[config.mk]
export PLATFORM = sky130hd
export DESIGN_NAME = fetch_decode_queue_flat
export DESIGN_NICKNAME = d
export VERILOG_FILES = /design/src/rtl/fetch_decode_queue_if.sv /design/src/rtl/fetch_decode_queue.sv /design/src/flat_wrapper.sv
export SDC_FILE = /design/constraint.sdc
export NUM_CORES = 1
export LEC_CHECK = 0
export CORE_UTILIZATION = 50
export CTS_CLUSTER_SIZE = 40
export DETAILED_ROUTE_END_ITERATION = 10
export PLACE_DENSITY = 0.84
export SYNTH_ARGS = -nofsm -noshare
export SYNTH_HDL_FRONTEND = slang
export SYNTH_SLANG_ARGS = --single-unit
[constraint.sdc]
create_clock -name cpu_clk -period 30.3 [get_ports cpu_clk]
set_input_delay 6.06 -clock cpu_clk [delete_from_list [all_inputs] [get_ports cpu_clk]]
set_output_delay 6.06 -clock cpu_clk [all_outputs]
set_load 0.05 [all_outputs]
[src/rtl/fetch_decode_queue_if.sv]
// Fetch-to-decode handshake bundle: upstream pair input, decoder window output.
// Ports (slave = queue side):
//   flush, fb_valid, fb_*1/fb_*2, dec_accept  -> into the queue
//   get_data_req, dec_valid, dec_*1/dec_*2, occupancy <- out of the queue
interface fetch_decode_queue_if;
    logic        flush;
    logic        get_data_req;
    logic        fb_valid;
    logic [31:0] fb_pc1;
    logic [31:0] fb_pc2;
    logic [31:0] fb_inst1;
    logic [31:0] fb_inst2;
    logic [31:0] fb_pre_branch_addr1;
    logic [31:0] fb_pre_branch_addr2;
    logic        fb_is_exception1;
    logic        fb_is_exception2;
    logic [6:0]  fb_exception_cause1;
    logic [6:0]  fb_exception_cause2;
    logic [1:0]  dec_valid;
    logic [31:0] dec_pc1;
    logic [31:0] dec_pc2;
    logic [31:0] dec_inst1;
    logic [31:0] dec_inst2;
    logic [31:0] dec_pred1;
    logic [31:0] dec_pred2;
    logic        dec_exc1;
    logic        dec_exc2;
    logic [6:0]  dec_cause1;
    logic [6:0]  dec_cause2;
    logic [1:0]  dec_accept;
    logic [2:0]  occupancy;

    modport master (
        output flush, fb_valid, fb_pc1, fb_pc2, fb_inst1, fb_inst2,
               fb_pre_branch_addr1, fb_pre_branch_addr2,
               fb_is_exception1, fb_is_exception2,
               fb_exception_cause1, fb_exception_cause2, dec_accept,
        input  get_data_req, dec_valid, dec_pc1, dec_pc2, dec_inst1, dec_inst2,
               dec_pred1, dec_pred2, dec_exc1, dec_exc2, dec_cause1, dec_cause2,
               occupancy
    );

    modport slave (
        input  flush, fb_valid, fb_pc1, fb_pc2, fb_inst1, fb_inst2,
               fb_pre_branch_addr1, fb_pre_branch_addr2,
               fb_is_exception1, fb_is_exception2,
               fb_exception_cause1, fb_exception_cause2, dec_accept,
        output get_data_req, dec_valid, dec_pc1, dec_pc2, dec_inst1, dec_inst2,
               dec_pred1, dec_pred2, dec_exc1, dec_exc2, dec_cause1, dec_cause2,
               occupancy
    );
endinterface

[src/rtl/fetch_decode_queue.sv]
// Four-entry circular instruction queue between the fetch buffer and decode.
// Accepts an instruction pair per push, presents the two oldest entries to decode.
// Ports:
//   cpu_clk  clock
//   cpu_rst  synchronous active-high reset (clears pointers/count only)
//   bus      fetch_decode_queue_if.slave: fetch pair in, decode window out
module fetch_decode_queue (
    input  logic                  cpu_clk,
    input  logic                  cpu_rst,
    fetch_decode_queue_if.slave   bus
);
    localparam int unsigned DEPTH   = 4;
    localparam int unsigned PTR_W   = 2;
    localparam int unsigned CNT_W   = 3;
    localparam int unsigned XLEN    = 32;
    localparam int unsigned CAUSE_W = 7;
    localparam int unsigned ENT_W   = 2 * XLEN + XLEN + 1 + CAUSE_W;

    logic [ENT_W-1:0] mem_q [DEPTH];
    logic [PTR_W-1:0] head_q, head_d;
    logic [PTR_W-1:0] tail_q, tail_d;
    logic [CNT_W-1:0] count_q, count_d;

    logic             req_c;
    logic             push_c;
    logic [1:0]       valid_c;
    logic [1:0]       pops_c;
    logic [PTR_W-1:0] head_p1_c;
    logic [PTR_W-1:0] tail_p1_c;
    logic [ENT_W-1:0] wr1_c, wr2_c;
    logic [ENT_W-1:0] rd1_c, rd2_c;

    // Request, pop count and next-state pointers; flush/reset win over push and pop.
    always_comb begin
        req_c     = !bus.flush && !cpu_rst && (count_q <= CNT_W'(2));
        push_c    = req_c && bus.fb_valid;
        valid_c   = {count_q >= CNT_W'(2), count_q >= CNT_W'(1)};
        head_p1_c = head_q + PTR_W'(1);
        tail_p1_c = tail_q + PTR_W'(1);

        // Second accept only counts together with the first (2'b10 pops nothing).
        pops_c = 2'd0;
        if (bus.dec_accept[0] && valid_c[0]) begin
            pops_c = (bus.dec_accept[1] && valid_c[1]) ? 2'd2 : 2'd1;
        end

        head_d  = head_q + PTR_W'(pops_c);
        tail_d  = push_c ? tail_q + PTR_W'(2) : tail_q;
        count_d = count_q + (push_c ? CNT_W'(2) : CNT_W'(0)) - CNT_W'(pops_c);

        if (cpu_rst || bus.flush) begin
            head_d  = '0;
            tail_d  = '0;
            count_d = '0;
        end
    end

    // Entry layout: pred | pc | inst | exc | cause.
    always_comb begin
        wr1_c = {bus.fb_pre_branch_addr1, bus.fb_pc1, bus.fb_inst1,
                 bus.fb_is_exception1, bus.fb_exception_cause1};
        wr2_c = {bus.fb_pre_branch_addr2, bus.fb_pc2, bus.fb_inst2,
                 bus.fb_is_exception2, bus.fb_exception_cause2};
        rd1_c = mem_q[head_q];
        rd2_c = mem_q[head_p1_c];
    end

    // Pointer/count state.
    always_ff @(posedge cpu_clk) begin
        if (cpu_rst) begin
            head_q  <= '0;
            tail_q  <= '0;
            count_q <= '0;
        end else begin
            head_q  <= head_d;
            tail_q  <= tail_d;
            count_q <= count_d;
        end
    end

    // Entry storage is intentionally not cleared by reset or flush.
    always_ff @(posedge cpu_clk) begin
        if (push_c) begin
            mem_q[tail_q]    <= wr1_c;
            mem_q[tail_p1_c] <= wr2_c;
        end
    end

    // Decode window is read straight from storage.
    always_comb begin
        bus.get_data_req = req_c;
        bus.dec_valid    = valid_c;
        bus.occupancy    = count_q;
        {bus.dec_pred1, bus.dec_pc1, bus.dec_inst1, bus.dec_exc1, bus.dec_cause1} = rd1_c;
        {bus.dec_pred2, bus.dec_pc2, bus.dec_inst2, bus.dec_exc2, bus.dec_cause2} = rd2_c;
    end
endmodule
[src/flat_wrapper.sv]
// flat-port wrapper written by rule: the top's interface ports become plain ports
module fetch_decode_queue_flat 
  (cpu_clk, cpu_rst, bus_flush, bus_fb_valid, bus_fb_pc1, bus_fb_pc2, bus_fb_inst1, bus_fb_inst2, bus_fb_pre_branch_addr1, bus_fb_pre_branch_addr2, bus_fb_is_exception1, bus_fb_is_exception2, bus_fb_exception_cause1, bus_fb_exception_cause2, bus_dec_accept, bus_get_data_req, bus_dec_valid, bus_dec_pc1, bus_dec_pc2, bus_dec_inst1, bus_dec_inst2, bus_dec_pred1, bus_dec_pred2, bus_dec_exc1, bus_dec_exc2, bus_dec_cause1, bus_dec_cause2, bus_occupancy);
  fetch_decode_queue_if bus_i ();
  input  logic cpu_clk;
  input  logic cpu_rst;
  input wire logic [$bits(bus_i.flush)-1:0] bus_flush;
  input wire logic [$bits(bus_i.fb_valid)-1:0] bus_fb_valid;
  input wire logic [$bits(bus_i.fb_pc1)-1:0] bus_fb_pc1;
  input wire logic [$bits(bus_i.fb_pc2)-1:0] bus_fb_pc2;
  input wire logic [$bits(bus_i.fb_inst1)-1:0] bus_fb_inst1;
  input wire logic [$bits(bus_i.fb_inst2)-1:0] bus_fb_inst2;
  input wire logic [$bits(bus_i.fb_pre_branch_addr1)-1:0] bus_fb_pre_branch_addr1;
  input wire logic [$bits(bus_i.fb_pre_branch_addr2)-1:0] bus_fb_pre_branch_addr2;
  input wire logic [$bits(bus_i.fb_is_exception1)-1:0] bus_fb_is_exception1;
  input wire logic [$bits(bus_i.fb_is_exception2)-1:0] bus_fb_is_exception2;
  input wire logic [$bits(bus_i.fb_exception_cause1)-1:0] bus_fb_exception_cause1;
  input wire logic [$bits(bus_i.fb_exception_cause2)-1:0] bus_fb_exception_cause2;
  input wire logic [$bits(bus_i.dec_accept)-1:0] bus_dec_accept;
  output wire logic [$bits(bus_i.get_data_req)-1:0] bus_get_data_req;
  output wire logic [$bits(bus_i.dec_valid)-1:0] bus_dec_valid;
  output wire logic [$bits(bus_i.dec_pc1)-1:0] bus_dec_pc1;
  output wire logic [$bits(bus_i.dec_pc2)-1:0] bus_dec_pc2;
  output wire logic [$bits(bus_i.dec_inst1)-1:0] bus_dec_inst1;
  output wire logic [$bits(bus_i.dec_inst2)-1:0] bus_dec_inst2;
  output wire logic [$bits(bus_i.dec_pred1)-1:0] bus_dec_pred1;
  output wire logic [$bits(bus_i.dec_pred2)-1:0] bus_dec_pred2;
  output wire logic [$bits(bus_i.dec_exc1)-1:0] bus_dec_exc1;
  output wire logic [$bits(bus_i.dec_exc2)-1:0] bus_dec_exc2;
  output wire logic [$bits(bus_i.dec_cause1)-1:0] bus_dec_cause1;
  output wire logic [$bits(bus_i.dec_cause2)-1:0] bus_dec_cause2;
  output wire logic [$bits(bus_i.occupancy)-1:0] bus_occupancy;
  assign bus_i.flush = bus_flush;
  assign bus_i.fb_valid = bus_fb_valid;
  assign bus_i.fb_pc1 = bus_fb_pc1;
  assign bus_i.fb_pc2 = bus_fb_pc2;
  assign bus_i.fb_inst1 = bus_fb_inst1;
  assign bus_i.fb_inst2 = bus_fb_inst2;
  assign bus_i.fb_pre_branch_addr1 = bus_fb_pre_branch_addr1;
  assign bus_i.fb_pre_branch_addr2 = bus_fb_pre_branch_addr2;
  assign bus_i.fb_is_exception1 = bus_fb_is_exception1;
  assign bus_i.fb_is_exception2 = bus_fb_is_exception2;
  assign bus_i.fb_exception_cause1 = bus_fb_exception_cause1;
  assign bus_i.fb_exception_cause2 = bus_fb_exception_cause2;
  assign bus_i.dec_accept = bus_dec_accept;
  assign bus_get_data_req = bus_i.get_data_req;
  assign bus_dec_valid = bus_i.dec_valid;
  assign bus_dec_pc1 = bus_i.dec_pc1;
  assign bus_dec_pc2 = bus_i.dec_pc2;
  assign bus_dec_inst1 = bus_i.dec_inst1;
  assign bus_dec_inst2 = bus_i.dec_inst2;
  assign bus_dec_pred1 = bus_i.dec_pred1;
  assign bus_dec_pred2 = bus_i.dec_pred2;
  assign bus_dec_exc1 = bus_i.dec_exc1;
  assign bus_dec_exc2 = bus_i.dec_exc2;
  assign bus_dec_cause1 = bus_i.dec_cause1;
  assign bus_dec_cause2 = bus_i.dec_cause2;
  assign bus_occupancy = bus_i.occupancy;
  fetch_decode_queue u_core (.cpu_clk(cpu_clk), .cpu_rst(cpu_rst), .bus(bus_i));
endmodule
Word level (Yosys, flattened, before mapping)
Memory sizes are Yosys's and may differ from the RTL's. A register that Yosys moved wholly into a read port is not among the register bits.
Cells that the tools add are included.
- add/sub/neg operators: 6
- order comparisons: 3
- mux-type cells: 6
- reductions and logical operators: 9
- operators by type and width (operator ; number):
    two-way mux 2 bit ; 4
    logical AND 1 bit ; 5
    adder 2 x 1 -> 2 bit, second input constant ; 2
    adder 3 bit ; 1
    greater-or-equal comparator 3 x 1 -> 1 bit, second input constant ; 1
    greater-or-equal comparator 3 x 2 -> 1 bit, second input constant ; 1
    less-or-equal comparator 3 x 2 -> 1 bit, second input constant ; 1
    subtractor 3 x 2 -> 3 bit ; 1
    adder 2 bit ; 1
    adder 2 bit, second input constant ; 1
    zero test 1 bit ; 2
    two-way mux 1 bit ; 2
    OR reduction 2 bit ; 1
    logical OR 1 bit ; 1
- bits in registers: 7
- memory bits (writable): 416
- output and inout port bits: 214
- logic and storage cells: 28
- memories kept: 1
- memories (memory ; words ; bits a word ; rd ports ; clocked after memory_dff ; write ports ; line ; source):
    u_core.mem_q ; 4 ; 104 ; 2 ; 1 ; 2 ; fetch_decode_queue.sv:19 ; logic [ENT_W-1:0] mem_q [DEPTH];

Depth between registers and ports, before layout
Gate-level depths: netlist (run 1).
- depth in word-level cells: 7
- depth in mapped cells: 9
- depth with buffers taken out: 9

Worst setup path after synthesis (run 1)
No wires, ideal clock.
- path kind: input -> register
- from: in bus_flush
- to: mem u_core.mem_q[0][0] in the netlist's numbering (enable)
- setup time: 0.780 ns
- data arrival time: 15.013 ns
- required time: 29.520 ns
- slack: 14.507 ns
- stages: 3
- path buffers: 0
- cells stage by stage: nor2_1 > nand3_1 > nor2_1
- RTL lines (item ; line ; source):
    start, declared ; flat_wrapper.sv:7 ; input wire logic [$bits(bus_i.flush)-1:0] bus_flush;
    end, declared ; fetch_decode_queue.sv:19 ;

Final worst setup path (run 1)
- from: in bus_flush
- to: out bus_get_data_req
- longest elaborated chain between the ends: 3
- RTL lines (item ; line ; source):
    zero test 1 bit ; fetch_decode_queue.sv:35 ; req_c = !bus.flush && !cpu_rst && (count_q <= CNT_W'(2));
    logical AND 1 bit (2 in series) ; fetch_decode_queue.sv:35 ;
    end, declared ; flat_wrapper.sv:20 ; output wire logic [$bits(bus_i.get_data_req)-1:0] bus_get_data_req;
No other way between the ends.

==> results of run 1 <==
## area by class of cell
cell class                      instances  area, um2  share of cell area (%)
Multi-Input combinational cell        235       4890                    20.4
Clock buffer                           54       1160                    4.84
Tap cell                              455        569                    2.38
Sequential cell                       422      12600                    52.7
Clock inverter                         22        330                    1.38
Inverter                                3       11.3                  0.0470
Antenna cell                            3       7.51                  0.0313
Timing Repair Buffer                  439       4380                    18.3
## registers in the layout (all words and copies together), names as in the netlist
register and flops:
u_core.mem_q 416, u_core.bus.occupancy 3, u_core.head_q 2, u_core.tail_q 1
## synthesized netlist by cell type (all sizes together) (2+ instances only)
cell	number	area, um2
and2	5	31.3
buf	46	382
dfxtp	6	120
edfxtp	416	12500
ha	3	37.5
inv	3	11.3
mux4	208	4680
nand2	2	7.51
nor2	2	7.51
nor3	3	15.0
xnor2	4	35.0
## path summary, 6_finish.rpt
path	depth (start not counted)	from	slack, ns	endpoint
max	4	bus_flush	16.45	bus_get_data_req
min	2	u_core.tail_q[1]$_SDFFE_PP0N_	0.54	u_core.tail_q[1]$_SDFFE_PP0N_
max reg2reg	6	u_core.bus.occupancy[1]$_SDFF_PP0_	26.89	u_core.mem_q[2][100]$_DFFE_PP_
min reg2reg	2	u_core.tail_q[1]$_SDFFE_PP0N_	0.54	u_core.tail_q[1]$_SDFFE_PP0N_
## cell families after synthesis
family,Yosys count
compound gates,3
fa+ha+maj,4
flops,422
buf+inv,49
xor+xnor,4
simple gates,16
mux,208
## critical path, cell delays in order
cell and delay (ns):
clkdlybuf4s50_1 0.47, nor2_1 0.29, and2_1 0.18, clkdlybuf4s50_1 0.80
## metrics by stage
step           power [mW]  hold slack, ns  utilization (%)  std cells  setup WS (ns)
2_1_floorplan       0.854           0.467                -        706          14.51
3_3_place_gp        0.942           0.527             64.4       1554          16.52
3_5_place_dp        0.946           0.532             64.4       1554          16.46
4_1_cts              1.50           0.542             68.7       1630          16.45
5_1_grt              1.53           0.579             68.7       1632          16.35
6_report             1.49           0.540             68.7       1633          16.45
## power groups by stage
stage,Clock (mW),Sequential (mW),Combinational (mW)
2_1_floorplan,0,0.686,0.168
3_3_place_gp,0,0.681,0.261
3_5_place_dp,0,0.683,0.264
4_1_cts,0.565,0.671,0.265
5_1_grt,0.587,0.672,0.274
6_report,0.554,0.671,0.263
## layer usage
metal	up-vias	wire [um]
met5	-	13
met4	2	1410
met3	86	4100
met2	450	21000
met1	5005	14200
li1	4063	-
==> impl_results.md, run 1 <==
- Area share of and/or/nand/nor cells after synthesis: 0.476%
- Gr ovfl total: 0
- Max_slew headroom: 24.4%
- Post-route ant nets: 0
- Crit Path Class: in -> out
- Post-CTS Resized: 0
- DRC viols: 0
- Sw power: 0.372 mW
- Chip Height: 191 um
- Startpoint type of the worst setup path: input port
- Initial antenna violation count: 3
- Leak Pwr: 7.42 nW
- Initial DRT Pass Iterations: 5
- Die width: 191 um
- #FFs+latches synth: 422
- Sequential share of the synthesized area: 70.5%
- # fillers: 2,164
- Post-Syn Instances: 706
- Nets: 1,362
- Synth warn: 0
- Internal power: 1.12 mW
- XOR/XNOR Fraction of Synth Area: 0.196%
- IO Count: 428
- Power Dens Cells: 62.1 mW/mm2
- Vias in the first global route: 10,300
- RSZ-0062 raised after global routing: no
- Post-CTS Hold Buffers: 0
- Commonest non-fill, non-tap cell in the layout: clkdlybuf4s50_1
- Met3 Resource Use GR: 8.21%
- Most frequent cells in the layout: 427 x clkdlybuf4s50_1, 416 x edfxtp_1, 208 x mux4_2
- Routing usage on met1: 25.6%
- Post-synth net total: 924
- GPL Wtd Cong: 0.799
- Syn Area/Cell: 25.3 um2
- FFs w/ async S/R, synth: 0%
- DP HPWL: 27.7 mm
- Clock Pin Slew Worst Setup and Hold Paths: 0.05 ns
- Hold crit path type: reg -> reg
- Synth Area in Compound Gates: 0.105%
- Fraction of layout instances using a drive strength above 1: 24.3%
- Arrival time of the worst setup path: 7.79 ns
- Total of max-cap violations: 0
- Clock root buffer: clkbuf_16
- Met2 usage: 37.3%
- Global-route wire length before repair: 59.8 mm
- Core area: 0.0349 mm2
- Synth cell types: 21
- PortBufs: 427
- TritonCTS clock tree: yes
- Critical Path Sink Type: primary output
- Design Area, Final: 0.0240 mm2
- CTS sink cnt: 422
- Grt peak-use layer: met2
- Max IR drop VDD: 0.0543 mV
- Final Max Slew Viols: 0
- Clock Latency Late Sink: 0.53 ns
- Final Cycle Share: 45.7%
- Multiplexer area fraction after synthesis: 26.2%
- Layout area overhead: 34.0%
- Sequential Power Share: 45.1%
- Comb pwr share: 17.7%
- Sw Ratio: 25.0%
- Worst-Margin Slew: 1.13 ns
- Cell Rows: 68
- Post-CTS Setup Inserts: 0
- WL/cell: 24.9 um
- Final setup viols: 0
- CP Max Fanout: 5
- DRT iter0 DRCs: 627
- Clock Path Buffers: 3
- Post-Synthesis Cell Area: 0.0179 mm2
- Status: finished clean
- Total global-route track usage: 22.0%
- Clk network pwr share: 37.2%
- Largest family of logic cells by synthesized area: multiplexers
- Synth Flop Type: edfxtp_1
- Vias: 9,606
- Max frequency: 72.2 MHz
- CTS Buf Count: 43
- Hold Vio Cnt, Final: 0
- Post-synth EDFFs: 416
- Final Critical Period: 13.85 ns
- Starting Density: 51.3%
- H-tree depth: 2
- Largest net degree at the start of global routing: 121
- WL final: 40.7 mm
- Post-DP Area: 0.0225 mm2
- Setup_tns: 0 ns
- Vias/cell: 5.88
- Clock skew: 0.00808 ns
- Worst Path Required: 24.24 ns
- Die area: 0.0365 mm2
- Adder-cell share of the synthesized area: 0.322%
Note: power is estimated with default switching activity, not from simulation.
==> run 2: changes to the inputs <==
==> constraint.sdc (replaced) <==
create_clock -name cpu_clk -period 14.2 [get_ports cpu_clk]
set_input_delay 2.84 -clock cpu_clk [delete_from_list [all_inputs] [get_ports cpu_clk]]
set_output_delay 2.84 -clock cpu_clk [all_outputs]
set_load 0.05 [all_outputs]
==> impl_results.md, run 2 (synthesis results as in run 1) <==
- Core area: 0.0349 mm2
- Status: finished clean
- Max FFs per register: 416
- Die area: 0.0365 mm2
- Layout area overhead: 33.1%
- WL/cell: 24.9 um
- Nets: 1,360
- Crit Path Class: in -> out
- IO Count: 428
- Setup ws final: 6.80 ns
- Hold Vio Cnt, Final: 0
- Vias in the first global route: 10,300
- Clock Pin Slew Worst Setup and Hold Paths: 0.06 ns
- TritonCTS clock tree: yes
- Pre-CTS setup slack: 6.81 ns
- Hold crit path type: reg -> reg
- Initial DRT Pass Iterations: 4
- Final Max Slew Viols: 0
- Max_slew headroom: 28.2%
- Startpoint type of the worst setup path: input port
- Clock skew: 0.0125 ns
- Fraction of layout instances using a drive strength above 1: 23.8%
- DRC viols: 0
- Final Critical Period: 7.40 ns
- GPL Wtd Cong: 0.808
- Largest Register: u_core.mem_q
- RSZ-0062 raised after global routing: no
- Clock Path Buffers: 3
- Vias: 9,565
- Gr ovfl total: 0
- PortBufs: 427
- Worst-Margin Slew: 1.08 ns
- Largest net degree at the start of global routing: 167
- Vias/cell: 5.87
- Register area: 0.0126 mm2
- DRT iter0 DRCs: 669
- R2r setup slk: 11.09 ns
- Initial antenna violation count: 1
- Max frequency: 135 MHz
- Multi-input logic area: 0.00489 mm2
- Starting Density: 51.3%
- Clock Latency Late Sink: 0.53 ns
- Die width: 191 um
- Total global-route track usage: 22.1%
- Leak Pwr: 7.34 nW
- CTS sink cnt: 422
- Chip Height: 191 um
- WL final: 40.6 mm
- Commonest non-fill, non-tap cell in the layout: clkdlybuf4s50_1
- Post-CTS Hold Buffers: 0
- CTS Buf Count: 44
- CP Max Fanout: 5
- Critical Path Sink Type: primary output
- Clock root buffer: clkbuf_16
- Post-route ant nets: 0
- # fillers: 2,173
- Most frequent cells in the layout: 427 x clkdlybuf4s50_1, 416 x edfxtp_1, 208 x mux4_2
- Final Cycle Share: 52.1%
- Arrival time of the worst setup path: 4.56 ns
- DP HPWL: 27.9 mm
- Total of max-cap violations: 0
- Cell Rows: 68
- Post-CTS Setup Inserts: 0
- Setup_tns: 0 ns
- Worst Path Required: 11.36 ns
- Post-CTS Resized: 0
- H-tree depth: 2
- Global-route wire length before repair: 59.8 mm
- Final setup viols: 0
- Max IR drop VDD: 0.142 mV
- Power Dens Cells: 129 mW/mm2
==> run 2: cell types whose count changed in the layout (fill, tap and decap cells not counted), sizes merged <==
cell      change
clkinv        +4
bufinv        -6
clkbuf        +2
diode         -1
clkinvlp      +1
buf           -3
==> run 2: worst paths after layout <==
kind	from	end	depth (start not counted)
worst min register to register	u_core.tail_q[1]$_SDFFE_PP0N_	u_core.tail_q[1]$_SDFFE_PP0N_	2
worst max register to register	u_core.bus.occupancy[1]$_SDFF_PP0_	u_core.mem_q[3][48]$_DFFE_PP_	5
worst max-delay path	bus_flush	bus_get_data_req	4
worst min-delay path	u_core.tail_q[1]$_SDFFE_PP0N_	u_core.tail_q[1]$_SDFFE_PP0N_	2
==> run 2: power breakdown <==
part / switching [mW] / internal [mW] / leakage [nW]
registers: 0.0222 / 1.41 / 3.83
logic: 0.330 / 0.230 / 2.86
clock network: 0.440 / 0.633 / 0.656
total: 0.792 / 2.27 / 7.34
==> run 2: final cells by class <==
type / instances / area share [%]
sequential: 422 / 53.0
multi-input combinational: 235 / 20.5
timing repair buffer: 436 / 18.3
clock buffer: 56 / 4.90
tap: 455 / 2.39
clock inverter: 21 / 0.736
inverter: 3 / 0.0473
antenna: 2 / 0.0210
==> run 2: per-layer routing <==
metal	part of all wire (%)	GRT usage [%]	routed length, um	vias up
met3	9.8	7.42	3980	88
met4	3.7	8.82	1510	0
met1	35	25.7	14100	4908
met5	0	0	0	-
met2	52	37.7	21000	508
li1	-	-	-	4061
==> run 2: worst max-delay path, stage by stage <==
cell and delay, ns:
clkdlybuf4s50_1 0.47, nor2_1 0.27, and2_1 0.17, clkdlybuf4s50_1 0.80
==> run 2: stage by stage <==
stage	hold WS, ns	utilization, %	std cells	power, mW	cell area [um2]
global placement	0.523	64.4	1551	2.01	22500
CTS	0.534	68.2	1628	3.09	23800
floorplan	0.467	-	706	1.82	17900
detailed placement	0.524	64.4	1551	2.02	22500
global route	0.583	68.2	1629	3.16	23800
finish	0.533	68.2	1630	3.07	23800
